===== src/rtl/dx_stage_pkg.sv =====
// Shared definitions for the decode/execute pipeline register stage.
package dx_stage_pkg;

  // Stall FSM encoding; 2'd3 is unused and recovers to ST_RUN.
  typedef enum logic [1:0] {
    ST_RUN      = 2'd0,
    ST_LU_STALL = 2'd1,
    ST_MEM_HOLD = 2'd2
  } dx_state_e;

  // Control bundle carried through the D/X register.
  typedef struct packed {
    logic valid;
    logic regwrite;
    logic r15write;
    logic memread;
    logic branch;
  } dx_ctrl_t;

  localparam dx_ctrl_t   CTRL_BUBBLE = '0;
  localparam logic [3:0] REG_ZERO    = 4'd0;
  localparam logic [7:0] CNT_MAX     = 8'hFF;

  // Saturating increment for the bubble counter.
  function automatic logic [7:0] sat_inc(input logic [7:0] v);
    return (v == CNT_MAX) ? v : v + 8'd1;
  endfunction

endpackage


===== src/rtl/dx_stage_if.sv =====
// Decode-side inputs and D/X-side outputs of the dx_stage block.
interface dx_stage_if;
  logic [3:0] f_dop1;
  logic [3:0] f_dop2;
  logic       dec_valid;
  logic       dec_regwrite;
  logic       dec_r15write;
  logic       dec_memread;
  logic       dec_branch;
  logic       x_flush;
  logic       mem_busy;

  logic [3:0] d_xop1;
  logic [3:0] d_xop2;
  logic       d_xvalid;
  logic       d_xregwrite;
  logic       d_xr15write;
  logic       d_xmemread;
  logic       d_xbranch;
  logic       stall_fd;
  logic [7:0] bubble_cnt;
  logic [1:0] state;

  // Master drives decode/control, slave (the stage) drives D/X outputs.
  modport master (
    output f_dop1, f_dop2, dec_valid, dec_regwrite, dec_r15write,
           dec_memread, dec_branch, x_flush, mem_busy,
    input  d_xop1, d_xop2, d_xvalid, d_xregwrite, d_xr15write,
           d_xmemread, d_xbranch, stall_fd, bubble_cnt, state
  );

  modport slave (
    input  f_dop1, f_dop2, dec_valid, dec_regwrite, dec_r15write,
           dec_memread, dec_branch, x_flush, mem_busy,
    output d_xop1, d_xop2, d_xvalid, d_xregwrite, d_xr15write,
           d_xmemread, d_xbranch, stall_fd, bubble_cnt, state
  );
endinterface


===== src/rtl/dx_hazard_detect.sv =====
// Combinational load-use detector: a valid load in D/X whose destination
// (op2, never r0) is read by the valid instruction sitting in decode.
module dx_hazard_detect
  import dx_stage_pkg::*;
(
  input  logic       dx_valid,
  input  logic       dx_memread,
  input  logic [3:0] dx_op2,
  input  logic [3:0] f_dop1,
  input  logic [3:0] f_dop2,
  input  logic       dec_valid,
  output logic       load_use
);

  // A bubble has dx_valid=0, so it can never raise a hazard.
  assign load_use = dx_valid & dx_memread & (dx_op2 != REG_ZERO) &
                    ((dx_op2 == f_dop1) | (dx_op2 == f_dop2)) & dec_valid;

endmodule


===== src/rtl/dx_stage.sv =====
// D/X pipeline register with load-use stall FSM, memory freeze,
// branch flush and a saturating bubble counter.
module dx_stage
  import dx_stage_pkg::*;
(
  input  logic    clk,
  input  logic    rst,
  dx_stage_if.slave dx
);

  dx_state_e  state_q, state_d;
  dx_ctrl_t   ctrl_q, ctrl_d;
  logic [3:0] op1_q, op1_d;
  logic [3:0] op2_q, op2_d;
  logic [7:0] cnt_q, cnt_d;
  logic       stall_c;
  logic       load_use;
  logic       lu_take;

  dx_hazard_detect u_haz (
    .dx_valid   (ctrl_q.valid),
    .dx_memread (ctrl_q.memread),
    .dx_op2     (op2_q),
    .f_dop1     (dx.f_dop1),
    .f_dop2     (dx.f_dop2),
    .dec_valid  (dx.dec_valid),
    .load_use   (load_use)
  );

  // The stall cycle itself never re-stalls the instruction it held.
  assign lu_take = load_use & (state_q != ST_LU_STALL);

  // Next-state and D/X capture, priority flush > mem_busy > load-use > advance.
  always_comb begin
    state_d = state_q;
    ctrl_d  = ctrl_q;
    op1_d   = op1_q;
    op2_d   = op2_q;
    cnt_d   = cnt_q;
    stall_c = 1'b0;
    if (dx.x_flush) begin
      ctrl_d  = CTRL_BUBBLE;
      op1_d   = REG_ZERO;
      op2_d   = REG_ZERO;
      state_d = ST_RUN;
    end else if (dx.mem_busy) begin
      stall_c = 1'b1;
      state_d = ST_MEM_HOLD;
    end else if (lu_take) begin
      stall_c = 1'b1;
      ctrl_d  = CTRL_BUBBLE;
      op1_d   = REG_ZERO;
      op2_d   = REG_ZERO;
      cnt_d   = sat_inc(cnt_q);
      state_d = ST_LU_STALL;
    end else begin
      state_d = ST_RUN;
      if (dx.dec_valid) begin
        ctrl_d = '{valid:    1'b1,
                   regwrite: dx.dec_regwrite,
                   r15write: dx.dec_r15write,
                   memread:  dx.dec_memread,
                   branch:   dx.dec_branch};
        op1_d  = dx.f_dop1;
        op2_d  = dx.f_dop2;
      end else begin
        ctrl_d = CTRL_BUBBLE;
        op1_d  = REG_ZERO;
        op2_d  = REG_ZERO;
      end
    end
    // Unused encoding always recovers to RUN on the next edge.
    if (!(state_q inside {ST_RUN, ST_LU_STALL, ST_MEM_HOLD}))
      state_d = ST_RUN;
  end

  // State, D/X register and counter update.
  always_ff @(posedge clk) begin
    if (rst) begin
      state_q <= ST_RUN;
      ctrl_q  <= CTRL_BUBBLE;
      op1_q   <= REG_ZERO;
      op2_q   <= REG_ZERO;
      cnt_q   <= 8'd0;
    end else begin
      state_q <= state_d;
      ctrl_q  <= ctrl_d;
      op1_q   <= op1_d;
      op2_q   <= op2_d;
      cnt_q   <= cnt_d;
    end
  end

  assign dx.d_xop1      = op1_q;
  assign dx.d_xop2      = op2_q;
  assign dx.d_xvalid    = ctrl_q.valid;
  assign dx.d_xregwrite = ctrl_q.regwrite;
  assign dx.d_xr15write = ctrl_q.r15write;
  assign dx.d_xmemread  = ctrl_q.memread;
  assign dx.d_xbranch   = ctrl_q.branch;
  assign dx.stall_fd    = stall_c & ~rst;
  assign dx.bubble_cnt  = cnt_q;
  assign dx.state       = state_q;

endmodule


===== src/flat_wrapper.sv =====
// flat-port wrapper written by rule: the top's interface ports become plain ports
module dx_stage_flat import dx_stage_pkg::*;
  (clk, rst, dx_f_dop1, dx_f_dop2, dx_dec_valid, dx_dec_regwrite, dx_dec_r15write, dx_dec_memread, dx_dec_branch, dx_x_flush, dx_mem_busy, dx_d_xop1, dx_d_xop2, dx_d_xvalid, dx_d_xregwrite, dx_d_xr15write, dx_d_xmemread, dx_d_xbranch, dx_stall_fd, dx_bubble_cnt, dx_state);
  dx_stage_if dx_i ();
  input  logic clk;
  input  logic rst;
  input wire logic [$bits(dx_i.f_dop1)-1:0] dx_f_dop1;
  input wire logic [$bits(dx_i.f_dop2)-1:0] dx_f_dop2;
  input wire logic [$bits(dx_i.dec_valid)-1:0] dx_dec_valid;
  input wire logic [$bits(dx_i.dec_regwrite)-1:0] dx_dec_regwrite;
  input wire logic [$bits(dx_i.dec_r15write)-1:0] dx_dec_r15write;
  input wire logic [$bits(dx_i.dec_memread)-1:0] dx_dec_memread;
  input wire logic [$bits(dx_i.dec_branch)-1:0] dx_dec_branch;
  input wire logic [$bits(dx_i.x_flush)-1:0] dx_x_flush;
  input wire logic [$bits(dx_i.mem_busy)-1:0] dx_mem_busy;
  output wire logic [$bits(dx_i.d_xop1)-1:0] dx_d_xop1;
  output wire logic [$bits(dx_i.d_xop2)-1:0] dx_d_xop2;
  output wire logic [$bits(dx_i.d_xvalid)-1:0] dx_d_xvalid;
  output wire logic [$bits(dx_i.d_xregwrite)-1:0] dx_d_xregwrite;
  output wire logic [$bits(dx_i.d_xr15write)-1:0] dx_d_xr15write;
  output wire logic [$bits(dx_i.d_xmemread)-1:0] dx_d_xmemread;
  output wire logic [$bits(dx_i.d_xbranch)-1:0] dx_d_xbranch;
  output wire logic [$bits(dx_i.stall_fd)-1:0] dx_stall_fd;
  output wire logic [$bits(dx_i.bubble_cnt)-1:0] dx_bubble_cnt;
  output wire logic [$bits(dx_i.state)-1:0] dx_state;
  assign dx_i.f_dop1 = dx_f_dop1;
  assign dx_i.f_dop2 = dx_f_dop2;
  assign dx_i.dec_valid = dx_dec_valid;
  assign dx_i.dec_regwrite = dx_dec_regwrite;
  assign dx_i.dec_r15write = dx_dec_r15write;
  assign dx_i.dec_memread = dx_dec_memread;
  assign dx_i.dec_branch = dx_dec_branch;
  assign dx_i.x_flush = dx_x_flush;
  assign dx_i.mem_busy = dx_mem_busy;
  assign dx_d_xop1 = dx_i.d_xop1;
  assign dx_d_xop2 = dx_i.d_xop2;
  assign dx_d_xvalid = dx_i.d_xvalid;
  assign dx_d_xregwrite = dx_i.d_xregwrite;
  assign dx_d_xr15write = dx_i.d_xr15write;
  assign dx_d_xmemread = dx_i.d_xmemread;
  assign dx_d_xbranch = dx_i.d_xbranch;
  assign dx_stall_fd = dx_i.stall_fd;
  assign dx_bubble_cnt = dx_i.bubble_cnt;
  assign dx_state = dx_i.state;
  dx_stage u_core (.clk(clk), .rst(rst), .dx(dx_i));
endmodule

===== config.mk =====
export PLATFORM = sky130hd
export DESIGN_NAME = dx_stage_flat
export DESIGN_NICKNAME = d
export VERILOG_FILES = /design/src/rtl/dx_stage_pkg.sv /design/src/rtl/dx_stage_if.sv /design/src/rtl/dx_hazard_detect.sv /design/src/rtl/dx_stage.sv /design/src/flat_wrapper.sv
export SDC_FILE = /design/constraint.sdc
export NUM_CORES = 1
export LEC_CHECK = 0
export ABC_AREA = 1
export CORE_MARGIN = 2
export CORE_UTILIZATION = 25
export DETAILED_ROUTE_END_ITERATION = 12
export PLACE_DENSITY_LB_ADDON = 0.05
export SYNTH_ARGS = -nofsm -noshare
export SYNTH_HDL_FRONTEND = slang
export SYNTH_SLANG_ARGS = --single-unit

===== constraint.sdc =====
create_clock -name clk -period 1.4 [get_ports clk]
set_clock_uncertainty 0.15 [all_clocks]
set_input_delay 0.21 -clock clk [delete_from_list [all_inputs] [get_ports clk]]
set_output_delay 0.21 -clock clk [all_outputs]
set_load 0.1 [all_outputs]

# Word level (Yosys, flattened, before mapping)
# Cells that the tools add are included.
[totals]
ff_bits = 23
in_bits = 17
out_inout_bits = 24
wordCells = 47
[classes]
addsub = 1
n_eq_ne = 6
muxes = 11
bitwise = 12
n_reduce_logical = 7
[op_table]
columns = ["cell", "count"]
rows = [
  ["two-way mux 4 bit", 4],
  ["two-way mux 5 bit", 2],
  ["adder 8 x 1 -> 8 bit (second input constant)", 1],
  ["equality test 4 bit", 2],
  ["equality test 8 bit (second input constant)", 1],
  ["bitwise AND 1 bit", 6],
  ["NOT 1 bit", 5],
  ["two-way mux 1 bit", 4],
  ["AND reduction 4 bit", 1],
  ["nonzero test 4 bit", 1],
  ["OR reduction 4 bit", 1],
  ["nonzero test 3 bit", 1],
  ["OR reduction 3 bit", 1],
  ["equality test 2 x 1 -> 1 bit (second input constant)", 1],
  ["equality test 2 bit (second input constant)", 1],
  ["logical NOT 2 bit", 1],
  ["two-way mux 2 bit", 1],
  ["!= test 2 x 1 -> 1 bit (second input constant)", 1],
  ["OR reduction 2 bit", 1],
  ["OR 1 bit", 1],
]

# Depth between registers and ports, before layout
# Gate-level depths: netlist of the first run.
[depth]
word_depth = 9
depth_mapped = 10

# Hierarchy
# From an unflattened synthesis of the first run, not the netlist that was laid out.
[unflattened]
cells_unflattened = 189
hier_area_um2 = 1356.3
[modules_own_cells]
columns = ["module", "n_inst", "cells_each", "area_per_inst_um2", "seq_area_each_um2"]
rows = [
  ["dx_stage", 1, 143, 1167.4, 460.4],
  ["dx_hazard_detect", 1, 46, 188.9, 0.0],
]

# Least setup slack after synthesis of the first run
# OpenSTA, ideal clock, no wires.
[synth_path]
path_kind = "reg-to-output"
from = "reg u_core.state_q[1] (netlist: u_core.dx.state[1])"
to = "out dx_stall_fd"
arrival_ns = 2.657
t_required_ns = 1.040
slack_ns = -1.617
stages_incl_launch_ff = 8
path_buffers = 1
cell_sequence = "dfxtp_1 inv_1 nand2_1 nand4_1 nor2_4 nand2_4 buf_8 a21oi_2"
[synth_between]
elab_chain_len = 6
[synth_rtl]
columns = ["item", "line_no", "text"]
rows = [
  ["from (decl)", "dx_stage.sv:11", "dx_state_e state_q, state_d;"],
  ["from (signal assigned)", "dx_stage.sv:86", "state_q <= state_d;"],
  ["!= test 2 x 1 -> 1 bit", "dx_stage.sv:31", "assign lu_take = load_use & (state_q != ST_LU_STALL);"],
  ["bitwise AND 1 bit", "dx_stage.sv:31", ""],
  ["two-way mux 1 bit", "dx_stage.sv:49", "end else if (lu_take) begin"],
  ["two-way mux 1 bit", "dx_stage.sv:46", "end else if (dx.mem_busy) begin"],
  ["two-way mux 1 bit", "dx_stage.sv:41", "if (dx.x_flush) begin"],
  ["bitwise AND 1 bit", "dx_stage.sv:101", "assign dx.stall_fd = stall_c & ~rst;"],
  ["to (decl)", "flat_wrapper.sv:23", "output wire logic [$bits(dx_i.stall_fd)-1:0] dx_stall_fd;"],
]
# No other way between the ends.

# Worst setup path in the final report of the first run
[layout_path]
from = "reg u_core.op2_q[3] (netlist: u_core.dx.d_xop2[3])"
to = "out dx_stall_fd"
[layout_between]
elab_chain_len = 9
word_cells_on_any_way = 12
[layout_rtl]
columns = ["item", "line_no", "text"]
rows = [
  ["from (decl)", "dx_stage.sv:14", "logic [3:0] op2_q, op2_d;"],
  ["from (signal assigned)", "dx_stage.sv:89", "op2_q <= op2_d;"],
  ["equality test 4 bit or nonzero test 4 bit (tied branches)", "dx_hazard_detect.sv:17, dx_hazard_detect.sv:16", ""],
  ["OR 1 bit or bitwise AND 1 bit (tied branches)", "dx_hazard_detect.sv:17, dx_hazard_detect.sv:16", ""],
  ["bitwise AND 1 bit *", "dx_hazard_detect.sv:16", "assign load_use = dx_valid & dx_memread & (dx_op2 != REG_ZERO) &"],
  ["bitwise AND 1 bit *", "dx_hazard_detect.sv:17", "((dx_op2 == f_dop1) | (dx_op2 == f_dop2)) & dec_valid;"],
  ["bitwise AND 1 bit *", "dx_stage.sv:31", ""],
  ["two-way mux 1 bit *", "dx_stage.sv:49", ""],
  ["two-way mux 1 bit *", "dx_stage.sv:46", ""],
  ["two-way mux 1 bit *", "dx_stage.sv:41", ""],
  ["bitwise AND 1 bit *", "dx_stage.sv:101", ""],
]
# Every way passes the cells marked *; elsewhere a longest branch is shown, timed or not.

==> results of run 1 <==
==> logic make-up (layout without fill, tap and decap cells) <==
logic type	Yosys count	count (layout)	share of synthesized area [%]
XOR/XNOR	1	1	0.649
flip-flops	23	23	34.1
adder cells (fa/ha/maj)	1	1	0.927
buffers and inverters	42	116	13.0
AO/OA/AOI/OAI	20	20	8.81
AND/OR/NAND/NOR	115	115	42.5
==> cell usage in the layout (no fill, tap or decap), drive strengths merged <==
| cell | count |
|---|---|
| o21bai | 6 |
| nand3 | 2 |
| clkbuf | 4 |
| a21oi | 14 |
| dfxtp | 23 |
| clkdlybuf4s50 | 7 |
| dlygate4sd2 | 9 |
| nand2 | 64 |
| nor2 | 26 |
| xor2 | 1 |
| ha | 1 |
| nor3 | 3 |
| nand4 | 20 |
| inv | 36 |
| buf | 60 |
==> what timing repair did <==
action,CTS,global route
setup endpoints to repair,23,26
pin swaps,12,12
cloned,1,0
gates resized for setup,17,19
endpoints found under the hold margin,0,0
setup buffers,6,5
==> routing by layer <==
layer / up-vias / track usage, % / wire, um
met5: - / 0 / 0
met2: 27 / 22.8 / 1750
met3: 2 / 3.26 / 205
met1: 630 / 19.9 / 1980
met4: 0 / 3.75 / 24
li1: 790 / - / -
==> per-stage QoR <==
stage	cells	setup TNS [ns]	hold slack [ns]	worst slack [ns]	cell area (sq um)
global route	346	-7.87	0.233	-0.477	2560
finish	346	-5.65	0.211	-0.394	2560
floorplan	202	-4.09	0.199	-0.738	1430
CTS	344	-3.66	0.203	-0.413	2480
global placement	333	-10.57	0.341	-0.539	2340
detailed placement	333	-10.58	0.345	-0.534	2340
==> flip-flops by register name, summed over array words and instances, names as in the netlist <==
register / cells
u_core.dx.bubble_cnt: 8
u_core.dx.d_xbranch: 1
u_core.dx.d_xmemread: 1
u_core.dx.d_xop1: 4
u_core.dx.d_xop2: 4
u_core.dx.d_xr15write: 1
u_core.dx.d_xregwrite: 1
u_core.dx.d_xvalid: 1
u_core.dx.state: 2
==> Yosys cell counts (2+ instances only) <==
| library cell | number |
|---|---|
| nor2_1 | 24 |
| buf_2 | 2 |
| nor3_2 | 2 |
| nand4_2 | 4 |
| dfxtp_1 | 23 |
| clkbuf_1 | 2 |
| nand2_4 | 2 |
| nand2_1 | 60 |
| nand4_1 | 15 |
| nand2_2 | 2 |
| a21oi_1 | 13 |
| o21bai_1 | 6 |
| inv_1 | 32 |
| inv_2 | 4 |
==> worst max-delay path by stage <==
stage	startpoint	to	slack (ns)	cells past startpoint
after CTS	u_core.dx.d_xop2[0]	dx_stall_fd	-0.41	9
after floorplan	u_core.dx.d_xop2[1]	dx_stall_fd	-0.74	9
after global routing	u_core.dx.d_xop2[3]	dx_stall_fd	-0.48	9
after global placement	dx_f_dop2[3]	dx_stall_fd	-0.54	10
after detailed placement	dx_f_dop2[3]	dx_stall_fd	-0.53	10
final	u_core.dx.d_xop2[3]	dx_stall_fd	-0.39	9
==> cell type report <==
type,instances,area share (%)
Timing Repair Buffer,76,38.3
Multi-Input combinational cell,137,31.0
Sequential cell,23,20.3
Inverter,36,5.28
Tap cell,70,3.42
Clock buffer,4,1.76
==> worst register-to-register path, delay by kind of cell, from the launching register on <==
kind / cells / cell delay [ns]
flip-flops: 1 / 0.37
AO/OA/AOI/OAI: 1 / 0.19
buffers and inverters: 4 / 0.33
AND/OR/NAND/NOR: 7 / 0.59
==> where the power goes <==
part	switching, mW	internal, mW
combinational	0.190	0.146
sequential	0.00853	0.637
clock	0.227	0.203
total	0.426	0.986
==> impl_metrics.prom, run 1 <==
# TYPE chip_impl_metric gauge
chip_impl_info{name="outcome",value="finished, violations left"} 1
chip_impl_info{name="failing_checks",value="setup timing"} 1
chip_impl_metric{name="layout-drive-gt1-share",unit="%"} 41.7
chip_impl_info{name="critical_path.endpoint_type",value="primary output"} 1
chip_impl_metric{name="detailed_place_hpwl",unit="mm"} 2.89
chip_impl_metric{name="first_global_vias",unit=""} 1497
chip_impl_metric{name="core_area",unit="sq mm"} 0.00517
chip_impl_info{name="cp-start-kind",value="register"} 1
chip_impl_metric{name="ys_seq_elements",unit=""} 23
chip_impl_metric{name="detail_route.first_pass.iterations",unit=""} 4
chip_impl_metric{name="r2r_slack",unit="ns"} -0.32
chip_impl_info{name="grt_setup_unrepaired",value="yes"} 1
chip_impl_info{name="cpLargestDelayFamily",value="simple AND/OR/NAND/NOR gates"} 1
chip_impl_metric{name="worst_skew_pair.late_latency",unit="ns"} 0.26
chip_impl_metric{name="leakagePower",unit="nW"} 1.13
chip_impl_metric{name="worst-path-buf-inv",unit=""} 2
chip_impl_metric{name="cts.clk_slew.worst_paths",unit="ns"} 0.09
chip_impl_metric{name="postCtsHoldBufs",unit=""} 0
chip_impl_metric{name="final-seq-area",unit="sq um"} 518
chip_impl_metric{name="timing.final.crit_share",unit="%"} 128
chip_impl_metric{name="max_stage_delay",unit="ns"} 0.37
chip_impl_metric{name="timing.final.hold_violations",unit=""} 0
chip_impl_info{name="critical_path.reg2reg.endpoint",value="u_core.dx.bubble_cnt[0]"} 1
chip_impl_metric{name="worst_hold_path.num_cells",unit=""} 3
chip_impl_metric{name="fin_crit",unit="ns"} 1.79
chip_impl_metric{name="total_nets_final",unit=""} 295
chip_impl_metric{name="vias_per_cell",unit=""} 4.19
chip_impl_metric{name="synth-edff-count",unit=""} 0
chip_impl_info{name="timing.hold.worst_endpoint",value="u_core.dx.d_xop2[0]"} 1
chip_impl_metric{name="final_antenna_net_count",unit=""} 0
chip_impl_info{name="yosys.area.top_type",value="dfxtp_1"} 1
chip_impl_metric{name="synthToLayoutAreaGrowth",unit="%"} 89.6
chip_impl_metric{name="timing.critical_path.fanout_max",unit=""} 4
chip_impl_metric{name="grt_util_all_layers",unit="%"} 14.5
chip_impl_metric{name="fmaxAchievable",unit="MHz"} 557
chip_impl_metric{name="synth_area_per_cell",unit="sq um"} 6.68
chip_impl_metric{name="drc",unit=""} 0
chip_impl_metric{name="gr_overflow_total",unit=""} 0
chip_impl_metric{name="die_x",unit="um"} 77.5
chip_impl_info{name="rr_startpoint",value="u_core.dx.d_xop2[3]"} 1
chip_impl_metric{name="syn_inst",unit=""} 202
chip_impl_metric{name="h_tree_depth",unit=""} 1
chip_impl_metric{name="worstMarginPinSlew",unit="ns"} 0.273
chip_impl_metric{name="arrival",unit="ns"} 1.43
chip_impl_metric{name="synth.lib_cells_used.distinct",unit=""} 25
chip_impl_info{name="crit_type",value="register to primary output"} 1
chip_impl_metric{name="design_power_total",unit="mW"} 1.41
chip_impl_metric{name="placement.io_buffers",unit=""} 40
chip_impl_metric{name="cellPowerDensity",unit="mW/mm^2"} 552
chip_impl_info{name="critPathSlowestCell",value="dfxtp_4"} 1
chip_impl_metric{name="placement_rows",unit=""} 26
chip_impl_info{name="hp-start",value="dx_f_dop2[0]"} 1
chip_impl_metric{name="wirelength",unit="mm"} 3.96
chip_impl_metric{name="antenna_cells",unit=""} 0
chip_impl_info{name="hold_path_class",value="input port to register"} 1
chip_impl_metric{name="peakVddDrop",unit="mV"} 0.315
chip_impl_metric{name="grt_pass1_wl",unit="mm"} 7.05
chip_impl_metric{name="slew_violations",unit=""} 0
chip_impl_info{name="clock_tree_root_buffer_cell",value="clkbuf_8"} 1
chip_impl_metric{name="synth-warning-count",unit=""} 0
chip_impl_metric{name="finalWeightedCongestion",unit=""} 0.747
chip_impl_metric{name="final_util",unit="%"} 49.4
chip_impl_metric{name="grt_start_max_net_pins",unit=""} 15
chip_impl_metric{name="antenna_found_initial",unit=""} 0
chip_impl_metric{name="synth_fp_nets",unit=""} 220
chip_impl_metric{name="worstPathRequired",unit="ns"} 1.04
chip_impl_metric{name="multi_input_area",unit="sq um"} 792
chip_impl_metric{name="maximum_buffer_depth_of_the_clock_tree",unit=""} 2
chip_impl_metric{name="ff2ff_path_depth",unit=""} 12
chip_impl_metric{name="final_setup_vio_count",unit=""} 25
chip_impl_metric{name="start_util",unit="%"} 26.1
chip_impl_metric{name="cts_num_sinks",unit=""} 23
chip_impl_metric{name="die_h",unit="um"} 77.5
chip_impl_metric{name="initialDrtViolationCount",unit=""} 49
chip_impl_metric{name="i_o_pins",unit=""} 41
chip_impl_metric{name="die_area",unit="sq mm"} 0.00600
chip_impl_metric{name="ys_async_sr_fraction",unit="%"} 0
chip_impl_metric{name="vias",unit=""} 1449
chip_impl_info{name="cts_tree",value="yes"} 1
chip_impl_metric{name="timing.slew.headroom",unit="%"} 81.8
chip_impl_metric{name="synth_seq_area_share",unit="%"} 34.1
chip_impl_metric{name="maxCapViolations",unit=""} 0
chip_impl_metric{name="fillCellCount",unit=""} 500
chip_impl_metric{name="wire_per_inst",unit="um"} 11.4
chip_impl_info{name="post_synth_main_area_contributors",value="dfxtp_1, nand2_1, inv_1, nand4_1, nor2_1"} 1
chip_impl_metric{name="fin_ws",unit="ns"} -0.394
chip_impl_metric{name="post_synth_instance_area",unit="sq mm"} 0.00135
chip_impl_info{name="ys_dominant_reg_cell",value="dfxtp_1"} 1
chip_impl_info{name="timing.critical_path.cells",value="inv_2, nand2_1, nand2_2, nor2_2, nand2_2, nand2_4, nand2_4, a21oi_4, buf_12"} 1
chip_impl_metric{name="numCtsBuffers",unit=""} 3
chip_impl_metric{name="synth_top_area_share",unit="%"} 34.1
No activity file was read; power rests on OpenSTA's default activity.
==> inputs of run 2 (changes only) <==
--- a/config.mk
+++ b/config.mk
@@ -7,7 +7,7 @@
 export LEC_CHECK = 0
 export ABC_AREA = 1
 export CORE_MARGIN = 2
-export CORE_UTILIZATION = 25
+export CORE_UTILIZATION = 42
 export DETAILED_ROUTE_END_ITERATION = 12
 export PLACE_DENSITY_LB_ADDON = 0.05
 export SYNTH_ARGS = -nofsm -noshare
==> impl_metrics.prom, run 2 (same netlist as run 1, synthesis figures left out) <==
# TYPE chip_impl_metric gauge
chip_impl_metric{name="arrival",unit="ns"} 1.58
chip_impl_metric{name="cts_num_sinks",unit=""} 23
chip_impl_metric{name="p_comb_share",unit="%"} 26.4
chip_impl_metric{name="cts.clk_slew.worst_paths",unit="ns"} 0.14
chip_impl_info{name="clock_tree_root_buffer_cell",value="clkbuf_4"} 1
chip_impl_metric{name="gr_overflow_total",unit=""} 0
chip_impl_info{name="timing.critical_path.cells",value="clkdlybuf4s50_1, inv_1, nand2_1, nand2_1, nor2_2, nand2_2, nand2_4, nand2_4, a21oi_4, buf_12"} 1
chip_impl_metric{name="dp.cells",unit=""} 306
chip_impl_metric{name="final_setup_vio_count",unit=""} 24
chip_impl_info{name="gr-max-usage-layer",value="met2"} 1
chip_impl_metric{name="grt_start_max_net_pins",unit=""} 15
chip_impl_info{name="critPathSlowestCell",value="clkdlybuf4s50_1"} 1
chip_impl_metric{name="leakagePower",unit="nW"} 1.10
chip_impl_metric{name="groute.layer.met1.usage",unit="%"} 31.2
chip_impl_metric{name="finalNonFillerCells",unit=""} 315
chip_impl_metric{name="final.hold.worst_slack",unit="ns"} 0.0508
chip_impl_metric{name="die_h",unit="um"} 60.7
chip_impl_metric{name="power_frac_seq",unit="%"} 48.8
chip_impl_metric{name="maximum_buffer_depth_of_the_clock_tree",unit=""} 2
chip_impl_metric{name="final_antenna_net_count",unit=""} 0
chip_impl_metric{name="worstMarginPinSlew",unit="ns"} 0.215
chip_impl_metric{name="vias_per_cell",unit=""} 4.96
chip_impl_metric{name="finalWeightedCongestion",unit=""} 0.878
chip_impl_metric{name="placement_rows",unit=""} 20
chip_impl_metric{name="final.setup.tns",unit="ns"} -4.79
chip_impl_info{name="cts_tree",value="yes"} 1
chip_impl_metric{name="timing.final.hold_violations",unit=""} 0
chip_impl_metric{name="vias",unit=""} 1562
chip_impl_metric{name="numCtsBuffers",unit=""} 3
chip_impl_metric{name="grt.met3_usage",unit="%"} 3.41
chip_impl_metric{name="fin_ws",unit="ns"} -0.536
chip_impl_info{name="hold_path_class",value="input port to register"} 1
chip_impl_metric{name="cell_internal_pwr",unit="mW"} 0.895
chip_impl_metric{name="max_stage_delay",unit="ns"} 0.52
chip_impl_metric{name="stdcell_area",unit="sq mm"} 0.00249
chip_impl_metric{name="placement.io_buffers",unit=""} 40
chip_impl_metric{name="worst_skew_pair.late_latency",unit="ns"} 0.33
chip_impl_metric{name="cellPowerDensity",unit="mW/mm^2"} 532
chip_impl_metric{name="die_area",unit="sq mm"} 0.00368
chip_impl_info{name="failing_checks",value="setup timing"} 1
chip_impl_metric{name="antenna_cells",unit=""} 0
chip_impl_metric{name="pwr-share-clk",unit="%"} 24.8
chip_impl_info{name="cp-start-kind",value="input port"} 1
chip_impl_metric{name="design_power_total",unit="mW"} 1.33
chip_impl_metric{name="worstPathRequired",unit="ns"} 1.04
chip_impl_metric{name="peakVddDrop",unit="mV"} 0.415
chip_impl_metric{name="h_tree_depth",unit=""} 1
chip_impl_metric{name="drc",unit=""} 0
chip_impl_metric{name="layout-drive-gt1-share",unit="%"} 41.7
chip_impl_metric{name="initialDrtViolationCount",unit=""} 78
chip_impl_metric{name="slew_violations",unit=""} 0
chip_impl_metric{name="grt_pass1_wl",unit="mm"} 6.57
chip_impl_metric{name="wirelength",unit="mm"} 4.20
chip_impl_metric{name="power.switching_fraction",unit="%"} 32.5
chip_impl_metric{name="first_global_vias",unit=""} 1468
chip_impl_info{name="crit_type",value="input port to primary output"} 1
chip_impl_info{name="critical_path.endpoint_type",value="primary output"} 1
chip_impl_metric{name="switchingPower",unit="mW"} 0.431
chip_impl_metric{name="maxCapViolations",unit=""} 0
chip_impl_metric{name="core_area",unit="sq mm"} 0.00305
chip_impl_info{name="grt_setup_unrepaired",value="yes"} 1
chip_impl_metric{name="timing.slew.headroom",unit="%"} 85.6
chip_impl_metric{name="timing.critical_path.fanout_max",unit=""} 3
chip_impl_metric{name="fin_crit",unit="ns"} 1.94
chip_impl_metric{name="detail_route.first_pass.iterations",unit=""} 4
chip_impl_metric{name="i_o_pins",unit=""} 41
chip_impl_info{name="mostFrequentLayoutCells",value="nand2_1, inv_1, buf_12, buf_4, nor2_1"} 1
chip_impl_metric{name="die_x",unit="um"} 60.7
chip_impl_metric{name="start_util",unit="%"} 44.2
chip_impl_info{name="outcome",value="finished, violations left"} 1
chip_impl_metric{name="final-seq-area",unit="sq um"} 518
chip_impl_metric{name="detailed_place_hpwl",unit="mm"} 2.94
chip_impl_metric{name="largest_register_ffs",unit=""} 8
chip_impl_metric{name="fmaxAchievable",unit="MHz"} 517
chip_impl_info{name="mostFrequentLayoutCell",value="nand2_1"} 1
chip_impl_metric{name="timing.final.crit_share",unit="%"} 138
chip_impl_metric{name="fillCellCount",unit=""} 197
chip_impl_metric{name="multi_input_area",unit="sq um"} 808
chip_impl_metric{name="wire_per_inst",unit="um"} 13.3
chip_impl_metric{name="antenna_found_initial",unit=""} 0
chip_impl_metric{name="globalRouteMet2Util",unit="%"} 40.4
chip_impl_metric{name="synthToLayoutAreaGrowth",unit="%"} 84.7
chip_impl_metric{name="grt_util_all_layers",unit="%"} 24.1
chip_impl_metric{name="total_nets_final",unit=""} 290
chip_impl_metric{name="placed_cell_area",unit="sq mm"} 0.00229
chip_impl_metric{name="postCtsHoldBufs",unit=""} 0
## run 2: worst paths after layout
path	cells past startpoint	to	slack (ns)	startpoint
max	10	dx_stall_fd	-0.54	dx_f_dop2[2]
min	3	u_core.dx.d_xop2[0]	0.05	dx_f_dop2[0]
max reg2reg	11	u_core.dx.bubble_cnt[2]	-0.24	u_core.dx.d_xop2[2]
min reg2reg	2	u_core.dx.d_xop1[3]	0.37	u_core.dx.d_xop1[3]
## run 2: final cells by class
class	instances	area share (%)
timing repair buffer	71	37.8
multi-input combinational	137	32.4
sequential	23	20.8
inverter	36	5.63
tap	44	2.21
clock buffer	3	0.904
clock inverter	1	0.201
## run 2: power by group through the flow
stage	clock [mW]	combinational, mW	sequential [mW]
floorplan	0	0.101	0.724
global placement	0	0.315	0.661
detailed placement	0	0.321	0.662
CTS	0.333	0.336	0.646
global route	0.363	0.368	0.649
finish	0.329	0.349	0.647
## run 2: what timing repair did
action / in CTS / in global routing
pin swaps: 18 / 19
gates cloned: 1 / 0
setup endpoints to repair: 23 / 27
setup buffers: 5 / 3
resized for setup: 18 / 17
## run 2: critical path: cells and delay by family
| kind | cells | cell delay, ns |
|---|---|---|
| buffers and inverters | 3 | 0.76 |
| and+or+nand+nor | 6 | 0.40 |
| AOI/OAI and AO/OA | 1 | 0.17 |
## run 2: routing by layer
layer | up-vias | wire (um)
met3 | 12 | 201
met5 | - | 0
met2 | 49 | 2160
met4 | 0 | 106
met1 | 722 | 1740
li1 | 779 | -
## run 2: through the flow
step	utilization (%)	setup slack, ns
global route	81.6	-0.617
finish	81.6	-0.536
global placement	75.1	-0.510
CTS	80.2	-0.519
floorplan	-	-0.738
detailed placement	75.1	-0.560
